[config.mk]
export PLATFORM = sky130hd
export DESIGN_NAME = dut_bus_master
export DESIGN_NICKNAME = d
export VERILOG_FILES = /design/src/rtl/dut_bus_pkg.sv /design/src/rtl/dut_bus_port.sv /design/src/rtl/dut_bus_master.sv
export SDC_FILE = /design/constraint.sdc
export NUM_CORES = 1
export LEC_CHECK = 0
export BUFFER_PORTS_ARGS = -buffer_cell sky130_fd_sc_hd__clkbuf_2
export CAP_MARGIN = 5
export CORE_MARGIN = 5
export CORE_UTILIZATION = 50
export DETAILED_ROUTE_END_ITERATION = 10
export GPL_ROUTABILITY_DRIVEN = 1
export PLACE_DENSITY = 0.72
export SKIP_CTS_REPAIR_TIMING = 1
export SLEW_MARGIN = 30
export SYNTH_ARGS = -nofsm -noshare
export SYNTH_HDL_FRONTEND = slang
export SYNTH_SLANG_ARGS = --single-unit
[constraint.sdc]
create_clock -name CLK -period 3.2 [get_ports CLK]
set_input_delay 0.16 -clock CLK [delete_from_list [all_inputs] [get_ports CLK]]
set_output_delay 0.16 -clock CLK [all_outputs]
set_load 0.005 [all_outputs]
[src/rtl/dut_bus_pkg.sv]
// Shared definitions for the register-mapped slave bus master.
// Latency: n/a (constants and types only).
// Backpressure: n/a.
package dut_bus_pkg;

    // Slave register map
    localparam logic [2:0] ADDR_A_STATUS = 3'd0;  // read: 1 = A queue has space
    localparam logic [2:0] ADDR_A_DATA   = 3'd1;  // write
    localparam logic [2:0] ADDR_B_STATUS = 3'd2;  // read: 1 = B queue has space
    localparam logic [2:0] ADDR_B_DATA   = 3'd3;  // write
    localparam logic [2:0] ADDR_Y_STATUS = 3'd4;  // read: 1 = result available
    localparam logic [2:0] ADDR_Y_OUTPUT = 3'd5;  // read: pops the result

    typedef enum logic [3:0] {
        IDLE,
        POLL_A,
        WR_A,
        POLL_B,
        WR_B,
        POLL_Y,
        RD_Y,
        OUT,
        ERR
    } state_t;

endpackage

[src/rtl/dut_bus_port.sv]
// Single-access strobe generator: holds one registered read or write request toward the slave.
// Latency: request/address/data registered one cycle after the FSM selects them.
// Backpressure: a pending request waits (strobe gated low) until the slave's rdy for that direction is high.
//
// Ports:
//   clk, rst                      clock, async active-high reset
//   wr_req_next, rd_req_next      request to hold during the next cycle (at most one set)
//   addr_next, data_next          address/data for that request
//   write_rdy, read_rdy           slave method readiness
//   write_address/data/en         slave write port
//   read_address/en               slave read port
module dut_bus_port (
    input  logic       clk,
    input  logic       rst,
    input  logic       wr_req_next,
    input  logic       rd_req_next,
    input  logic [2:0] addr_next,
    input  logic       data_next,
    input  logic       write_rdy,
    input  logic       read_rdy,
    output logic [2:0] write_address,
    output logic       write_data,
    output logic       write_en,
    output logic [2:0] read_address,
    output logic       read_en
);

    logic wr_req;
    logic rd_req;

    always_ff @(posedge clk or posedge rst) begin
        if (rst) begin
            wr_req        <= 1'b0;
            rd_req        <= 1'b0;
            write_address <= '0;
            write_data    <= 1'b0;
            read_address  <= '0;
        end else begin
            wr_req <= wr_req_next;
            rd_req <= rd_req_next;
            if (wr_req_next) begin
                write_address <= addr_next;
                write_data    <= data_next;
            end
            if (rd_req_next) begin
                read_address <= addr_next;
            end
        end
    end

    // The strobe is the registered request qualified by the slave's rdy in the
    // same cycle, so an access never fires against a slave that cannot take it.
    // Address and data come straight from flops and are stable for the strobe.
    assign write_en = wr_req & write_rdy;
    assign read_en  = rd_req & read_rdy;

endmodule

[src/rtl/dut_bus_master.sv]
// Bus master: takes (a,b) pairs, writes them to the slave A/B queues, polls and reads Y, returns it.
// Latency: 7 cycles from accept to out_valid with an always-ready slave whose status reads return 1.
// Backpressure: in_ready only in IDLE; result held on out_valid until out_ready; slave rdy stalls accesses.
//
// Ports:
//   CLK, RST_N (active-high async reset)
//   in_valid/in_ready/in_a/in_b       operand pair stream
//   out_valid/out_ready/out_y         result stream
//   write_*, read_*                   one-to-one to the slave method ports
//   done_cnt                          completed transactions (wraps)
//   err                               sticky status-poll timeout
module dut_bus_master
    import dut_bus_pkg::*;
#(
    parameter int POLL_LIMIT = 64,
    parameter int CNT_W      = 8
) (
    input  logic             CLK,
    input  logic             RST_N,
    input  logic             in_valid,
    output logic             in_ready,
    input  logic             in_a,
    input  logic             in_b,
    output logic             out_valid,
    input  logic             out_ready,
    output logic             out_y,
    output logic [2:0]       write_address,
    output logic             write_data,
    output logic             write_en,
    input  logic             write_rdy,
    output logic [2:0]       read_address,
    output logic             read_en,
    input  logic             read_data,
    input  logic             read_rdy,
    output logic [CNT_W-1:0] done_cnt,
    output logic             err
);

    localparam int             PCW       = $clog2(POLL_LIMIT + 1);
    localparam logic [PCW-1:0] POLL_LAST = PCW'(POLL_LIMIT - 1);

    state_t         state;
    state_t         state_next;
    logic           a_lat;
    logic           b_lat;
    logic [PCW-1:0] poll_cnt;
    logic           poll_inc;
    logic           poll_enter;
    logic           wr_req_next;
    logic           rd_req_next;
    logic [2:0]     addr_next;
    logic           data_next;

    always_ff @(posedge CLK or posedge RST_N) begin
        if (RST_N) begin
            state <= IDLE;
        end else begin
            state <= state_next;
        end
    end

    always_comb begin
        state_next = state;
        poll_inc   = 1'b0;
        case (state)
            IDLE: if (in_valid) state_next = POLL_A;
            POLL_A, POLL_B, POLL_Y: begin
                // Only reads the slave actually accepted count toward the limit.
                if (read_en) begin
                    if (read_data) begin
                        case (state)
                            POLL_A:  state_next = WR_A;
                            POLL_B:  state_next = WR_B;
                            default: state_next = RD_Y;
                        endcase
                    end else if (poll_cnt == POLL_LAST) begin
                        state_next = ERR;
                    end else begin
                        poll_inc = 1'b1;
                    end
                end
            end
            WR_A:    if (write_en) state_next = POLL_B;
            WR_B:    if (write_en) state_next = POLL_Y;
            RD_Y:    if (read_en) state_next = OUT;
            OUT:     if (out_ready) state_next = IDLE;
            ERR:     state_next = ERR;
            default: state_next = IDLE;
        endcase
    end

    assign poll_enter = (state_next inside {POLL_A, POLL_B, POLL_Y}) && (state_next != state);

    // Bus request for the cycle after this edge is decoded from the next state,
    // so the port flops line up with the state they serve.
    always_comb begin
        wr_req_next = 1'b0;
        rd_req_next = 1'b0;
        addr_next   = ADDR_A_STATUS;
        data_next   = 1'b0;
        case (state_next)
            POLL_A: begin rd_req_next = 1'b1; addr_next = ADDR_A_STATUS; end
            WR_A:   begin wr_req_next = 1'b1; addr_next = ADDR_A_DATA; data_next = a_lat; end
            POLL_B: begin rd_req_next = 1'b1; addr_next = ADDR_B_STATUS; end
            WR_B:   begin wr_req_next = 1'b1; addr_next = ADDR_B_DATA; data_next = b_lat; end
            POLL_Y: begin rd_req_next = 1'b1; addr_next = ADDR_Y_STATUS; end
            RD_Y:   begin rd_req_next = 1'b1; addr_next = ADDR_Y_OUTPUT; end
            default: ;
        endcase
    end

    always_ff @(posedge CLK or posedge RST_N) begin
        if (RST_N) begin
            a_lat     <= 1'b0;
            b_lat     <= 1'b0;
            poll_cnt  <= '0;
            in_ready  <= 1'b0;
            out_valid <= 1'b0;
            out_y     <= 1'b0;
            done_cnt  <= '0;
            err       <= 1'b0;
        end else begin
            in_ready  <= (state_next == IDLE);
            out_valid <= (state_next == OUT);
            if (state_next == ERR) err <= 1'b1;
            if (state == IDLE && in_valid) begin
                a_lat <= in_a;
                b_lat <= in_b;
            end
            if (poll_enter) begin
                poll_cnt <= '0;
            end else if (poll_inc) begin
                poll_cnt <= poll_cnt + 1'b1;
            end
            if (state == RD_Y && read_en) out_y <= read_data;
            if (state == OUT && out_ready) done_cnt <= done_cnt + 1'b1;
        end
    end

    dut_bus_port u_port (
        .clk           (CLK),
        .rst           (RST_N),
        .wr_req_next   (wr_req_next),
        .rd_req_next   (rd_req_next),
        .addr_next     (addr_next),
        .data_next     (data_next),
        .write_rdy     (write_rdy),
        .read_rdy      (read_rdy),
        .write_address (write_address),
        .write_data    (write_data),
        .write_en      (write_en),
        .read_address  (read_address),
        .read_en       (read_en)
    );

endmodule
---- Word-level counts from Yosys, hierarchy flattened ----
Cells that the tools add are included.
storage, ports and cells
  bits in registers ....................... 34
  input bits .............................. 9
  word-level logic and storage cells ...... 67
cells by class
  add/subtract/negate cells ............... 2
  eq/ne operators ......................... 18
  multiplexer cells ....................... 20
  bitwise operators ....................... 2
  reductions and logical operators ........ 11
operators by type and width
  operator             count
  $eq 4x3->1 const B   8
  $mux 4               8
  $pmux 4 s7           1
  $eq 4x2->1 const B   4
  $pmux 3 s5           1
  $mux 7               2
  $add 8x1->8 const B  1
  $eq 4x1->1 const B   2
  $eq 4x4->1 const B   2
  $logic_not 4->1      2
  $add 7x1->7 const B  1
  $eq 7x6->1 const B   1
  $mux 1               6
  $pmux 3 s2           1
  $logic_and 1x1->1    4
  $ne 4x4->1           1
  $reduce_or 4->1      1
  $reduce_bool 3->1    1
  $reduce_or 3->1      1
  $and 1x1->1          2
  $pmux 1 s2           1
  $reduce_bool 2->1    1
  $reduce_or 2->1      1

---- Longest topological paths before layout ----
  depth in word-level cells ............... 9
  gate-level depth with buffers ........... 7
  gate-level depth less buffers ........... 7

---- Modules after synthesis ----
From an unflattened synthesis, not the netlist that was laid out.
unflattened totals
  cell total of the unflattened synthesis .. 149
  area total of the unflattened synthesis .. 1,672.9 µm²
modules (own cells, without submodules)
  module          times used  cells an instance  area each (µm²)
  dut_bus_master  1           130                1,352.5
  dut_bus_port    1           19                 320.3

---- Worst setup path after synthesis ----
OpenSTA, ideal clock, no wires.
  path kind ............................... register -> register
  from .................................... reg state[2]
  to ...................................... reg u_port.write_data
  library setup time ...................... 0.121 ns
  arrival time ............................ 1.556 ns
  data required time ...................... 3.079 ns
  path slack .............................. 1.523 ns
  cell stages (with the launch flop) ...... 7
  clock period less this slack ............ 1.677 ns
  path through ............................ dfrtp_1 > buf_6 > or3b_4 > o32ai_4 > nor2_1 > mux2i_1 > o22a_1
on the way
  word-level cells in the longest chain between the ends .. 8
RTL lines
  what                                      line                                        RTL
  from (decl)                               dut_bus_master.sv:42                        state_t state;
  from (signal assigned)                    dut_bus_master.sv:58                        state <= state_next;
  $eq 4x2->1 or $eq 4x1->1 (tied branches)  dut_bus_master.sv:65, dut_bus_master.sv:71
  $pmux 3 s2                                dut_bus_master.sv:71                        case (state)
  $mux 4                                    dut_bus_master.sv:70                        if (read_data) begin
  $mux 4                                    dut_bus_master.sv:69                        if (read_en) begin
  $pmux 4 s7 *                              dut_bus_master.sv:65                        case (state)
  $eq 4x3->1 or $eq 4x2->1 (tied branches)  dut_bus_master.sv:101                       case (state_next)
  $reduce_or 2->1 (no source line)          n/a
  $mux 1                                    dut_bus_master.sv:101
  to (signal assigned)                      dut_bus_port.sv:43                          write_data <= data_next;
  to (decl)                                 dut_bus_port.sv:22                          output logic write_data,
Every way passes the cells marked *; elsewhere a longest branch is shown, timed or not.
A chain may end at the register's enable or synchronous reset.

---- Worst setup path after layout ----
  from .................................... reg state[0]
  to ...................................... reg u_port.write_address[0]
on the way
  word-level cells in the longest chain between the ends .. 8
RTL lines
  what                                      line                                        RTL
  $eq 4x2->1 or $eq 4x1->1 (tied branches)  dut_bus_master.sv:65, dut_bus_master.sv:71
  $pmux 3 s2                                dut_bus_master.sv:71
  $mux 4                                    dut_bus_master.sv:70
  $mux 4                                    dut_bus_master.sv:69
  $pmux 4 s7 *                              dut_bus_master.sv:65
  $eq 4x3->1 or $eq 4x2->1 (tied branches)  dut_bus_master.sv:101
  $reduce_or 2->1 (no source line) *        n/a
  $mux 1 *                                  dut_bus_master.sv:101
  named net u_port.wr_req_next              dut_bus_port.sv:15                          input logic wr_req_next,
  to (signal assigned)                      dut_bus_port.sv:42                          write_address <= addr_next;
  to (decl)                                 dut_bus_port.sv:21                          output logic [2:0] write_address,
The timed path passes the listed nets; every way through them passes the cells marked *.

==> flow_summary.toml <==
[power]
power_report.internal_total_mw = 1.03
p_sw_mw = 0.703
p_leak_nw = 0.965
combPwrFrac_pct = 46.1
cellPowerDensity_nw_per_um2 = 859
pwr-share-seq_pct = 40.0
pwr-share-clk_pct = 13.9
vdd_ir_drop_max_uv = 378
power_mw = 1.73
swShare_pct = 40.6

[floorplanning]
ios = 30
rows = 21
die_y_um = 69.6
core_um2 = 3390
die_area_um2 = 4850
initial_utilization_pct = 52.5
die_w_um = 69.6

[hold_path]
hold_path.class = "input pin to flop"

[finish]
mostFrequentLayoutCell = "dfrtp_1"
diodes = 0
n_fill_cell = 284
multiInputGateArea_um2 = 855
nets = 202
final_cell_mix = "dfrtp_1, clkbuf_2, nor2_1"
drive_gt1_share_pct = 29.2
area_growth_pct = 13.4
seqCellArea_um2 = 851

[sta]
min_period_ns = 1.97
clock.fmax_ghz = 0.509
finalHoldViolCount = 0
setup_viol = 0
final-max-slew-violation-count = 0
finalSetupTns_ns = 0
rsz0062_at_grt = "false"
fin_crit_sh_pct = 61.4
tightest_slew_ns = 0.517
worst_slack_ns = 1.23
finClkSkew_ns = 0.00992
slew_headroom_pct = 65.4
holdWs_ns = 0.0541

[setup_path]
path_class = "flop to flop"
crit_slowest_cell = "dfrtp_1"
critPathRequiredTime_ns = 3.42
critical_path_peak_fanout = 11
cpPeakStageDelay_ns = 0.58
worstPathCellList = "a41oi_1 > a311oi_4 > o21a_4 > nor4_4 > or2_1"
startpoint_type = "flop"
crit_family = "compound AO/OA/AOI/OAI gates"
worstPathArrival_ns = 2.18
cp-end-kind = "flop"
cp_num_buf_inv = 0

[cts]
worstSkewPairLatency_ns = 0.33
cts.sinks = 34
path_clk_slew_ns = 0.10
h-tree-depth = 2
numCtsBuffers = 5
root_buffer = "clkbuf_4"
cts_tree = "done"
cts_buffer_depth = 2

[synth]
synthArstFlopShare_pct = 100
ys_ff_latch = 34
synth_cell_types = 54
synth_edf_count = 0
syn_nets = 169
synthFlopType = "dfrtp_1"
ys_seq_area_share_pct = 47.9
post_synth.cell_area_avg_um2 = 11.3
synth_area_um2 = 1780
ys.warnings.count = 0
synthCells = 158

[routing]
routed_wirelength_um = 3530
remaining_drc_errors = 0
routedWlPerCell_um = 14.8
via_per_inst = 5.53
drt_iter0_markers = 112
firstDrtPassIters = 4
num_vias = 1316
ant_nets = 0

[global_route]
grt_pass1_vias = 1298
track_usage_pct = 15.7
grt_max_degree = 35
grt_pass1_wl_um = 6200
grt_antenna_before_repair = 0
overflow = 0

[placed_design]
place.port_buffers = 29
post-place-ws_ns = 1.23
routabilityCongestion = 0.858
dp_hpwl_um = 2750

[job]
cap_viol_max_count = 0

[outcome]
status = "complete, no violations"
==> area by class of cell <==
type | instances | share of cell area (%)
Sequential cell | 34 | 42.2
Tap cell | 46 | 2.86
Inverter | 8 | 1.49
Timing Repair Buffer | 31 | 8.07
Clock inverter | 1 | 0.248
Multi-Input combinational cell | 111 | 42.4
Clock buffer | 7 | 2.73
==> Yosys cell counts (2+ instances only) <==
master    number  share of area [%]
a21oi_1        5                1.4
a31oi_1        3                1.1
a32oi_1        2               0.99
and2_1         3                1.1
and3_1         3                1.1
and4_1         2               0.99
buf_4          2               0.84
buf_6          2                1.3
dfrtp_1       34                 48
ha_1           2                1.4
inv_1          6                1.3
mux2_2         4                2.5
nand2_1        8                1.7
nand2b_1       7                2.5
nand3_1        8                2.3
nand4_1        4                1.4
nor2_1        11                2.3
nor2b_1        2               0.70
nor3_1         3               0.84
nor4_1         2               0.70
o22a_1         2               0.99
xnor2_1        3                1.5
xor2_1         9                4.4
==> registers in the layout, summed over array words and instances, names as in the netlist, 3 cells and up <==
| name | flops |
|---|---|
| u_port.read_address | 3 |
| poll_cnt | 7 |
| u_port.write_address | 3 |
| done_cnt | 8 |
| state | 4 |
==> metal layers <==
| metal | global-route usage (%) | up-vias | wire length (µm) |
|---|---|---|---|
| li1 | - | 638 | - |
| met1 | 19.3 | 636 | 1490 |
| met2 | 26.3 | 36 | 1770 |
| met3 | 4.64 | 6 | 215 |
| met4 | 5.11 | 0 | 57 |
| met5 | 0 | - | 0 |
==> metrics by stage <==
step	util (%)	instance area, µm²	std cells
2_1_floorplan	-	1780	158
3_3_place_gp	57.4	1950	229
3_5_place_dp	57.4	1950	229
4_1_cts	59.2	2010	237
5_1_grt	59.5	2020	238
6_report	59.5	2020	238
==> final timing paths <==
path,from,to,slack [ns],cells past startpoint
worst max-delay path,state[0]$_DFF_PP0_,u_port.write_address[0]$_DFFE_PP0P_,1.23,5
worst min-delay path,in_a,a_lat$_DFFE_PP0P_,0.05,2
worst max register to register,state[0]$_DFF_PP0_,u_port.write_address[0]$_DFFE_PP0P_,1.23,5
worst min register to register,u_port.write_address[0]$_DFFE_PP0P_,u_port.write_address[0]$_DFFE_PP0P_,0.47,1
max in group asynchronous,RST_N,u_port.read_address[1]$_DFFE_PP0P_,2.45,4
min in group asynchronous,RST_N,done_cnt[3]$_DFFE_PP0P_,0.43,4
==> cells by family after synthesis <==
group,Yosys count,share of synthesized area (%)
compound gates,27,14.8
buf+inv,13,4.08
fa+ha+maj,3,2.04
flops,34,47.9
mux,5,3.10
xor+xnor,12,5.91
simple gates,64,22.2
==> power groups by stage <==
stage,sequential (mW),combinational (mW),clock [mW]
floorplan,0.644,0.677,0
global route,0.714,0.875,0.278
CTS,0.694,0.803,0.248
detailed placement,0.703,0.800,0
finish,0.692,0.797,0.241
global placement,0.695,0.784,0
Note: power is estimated with default switching activity, not from simulation.
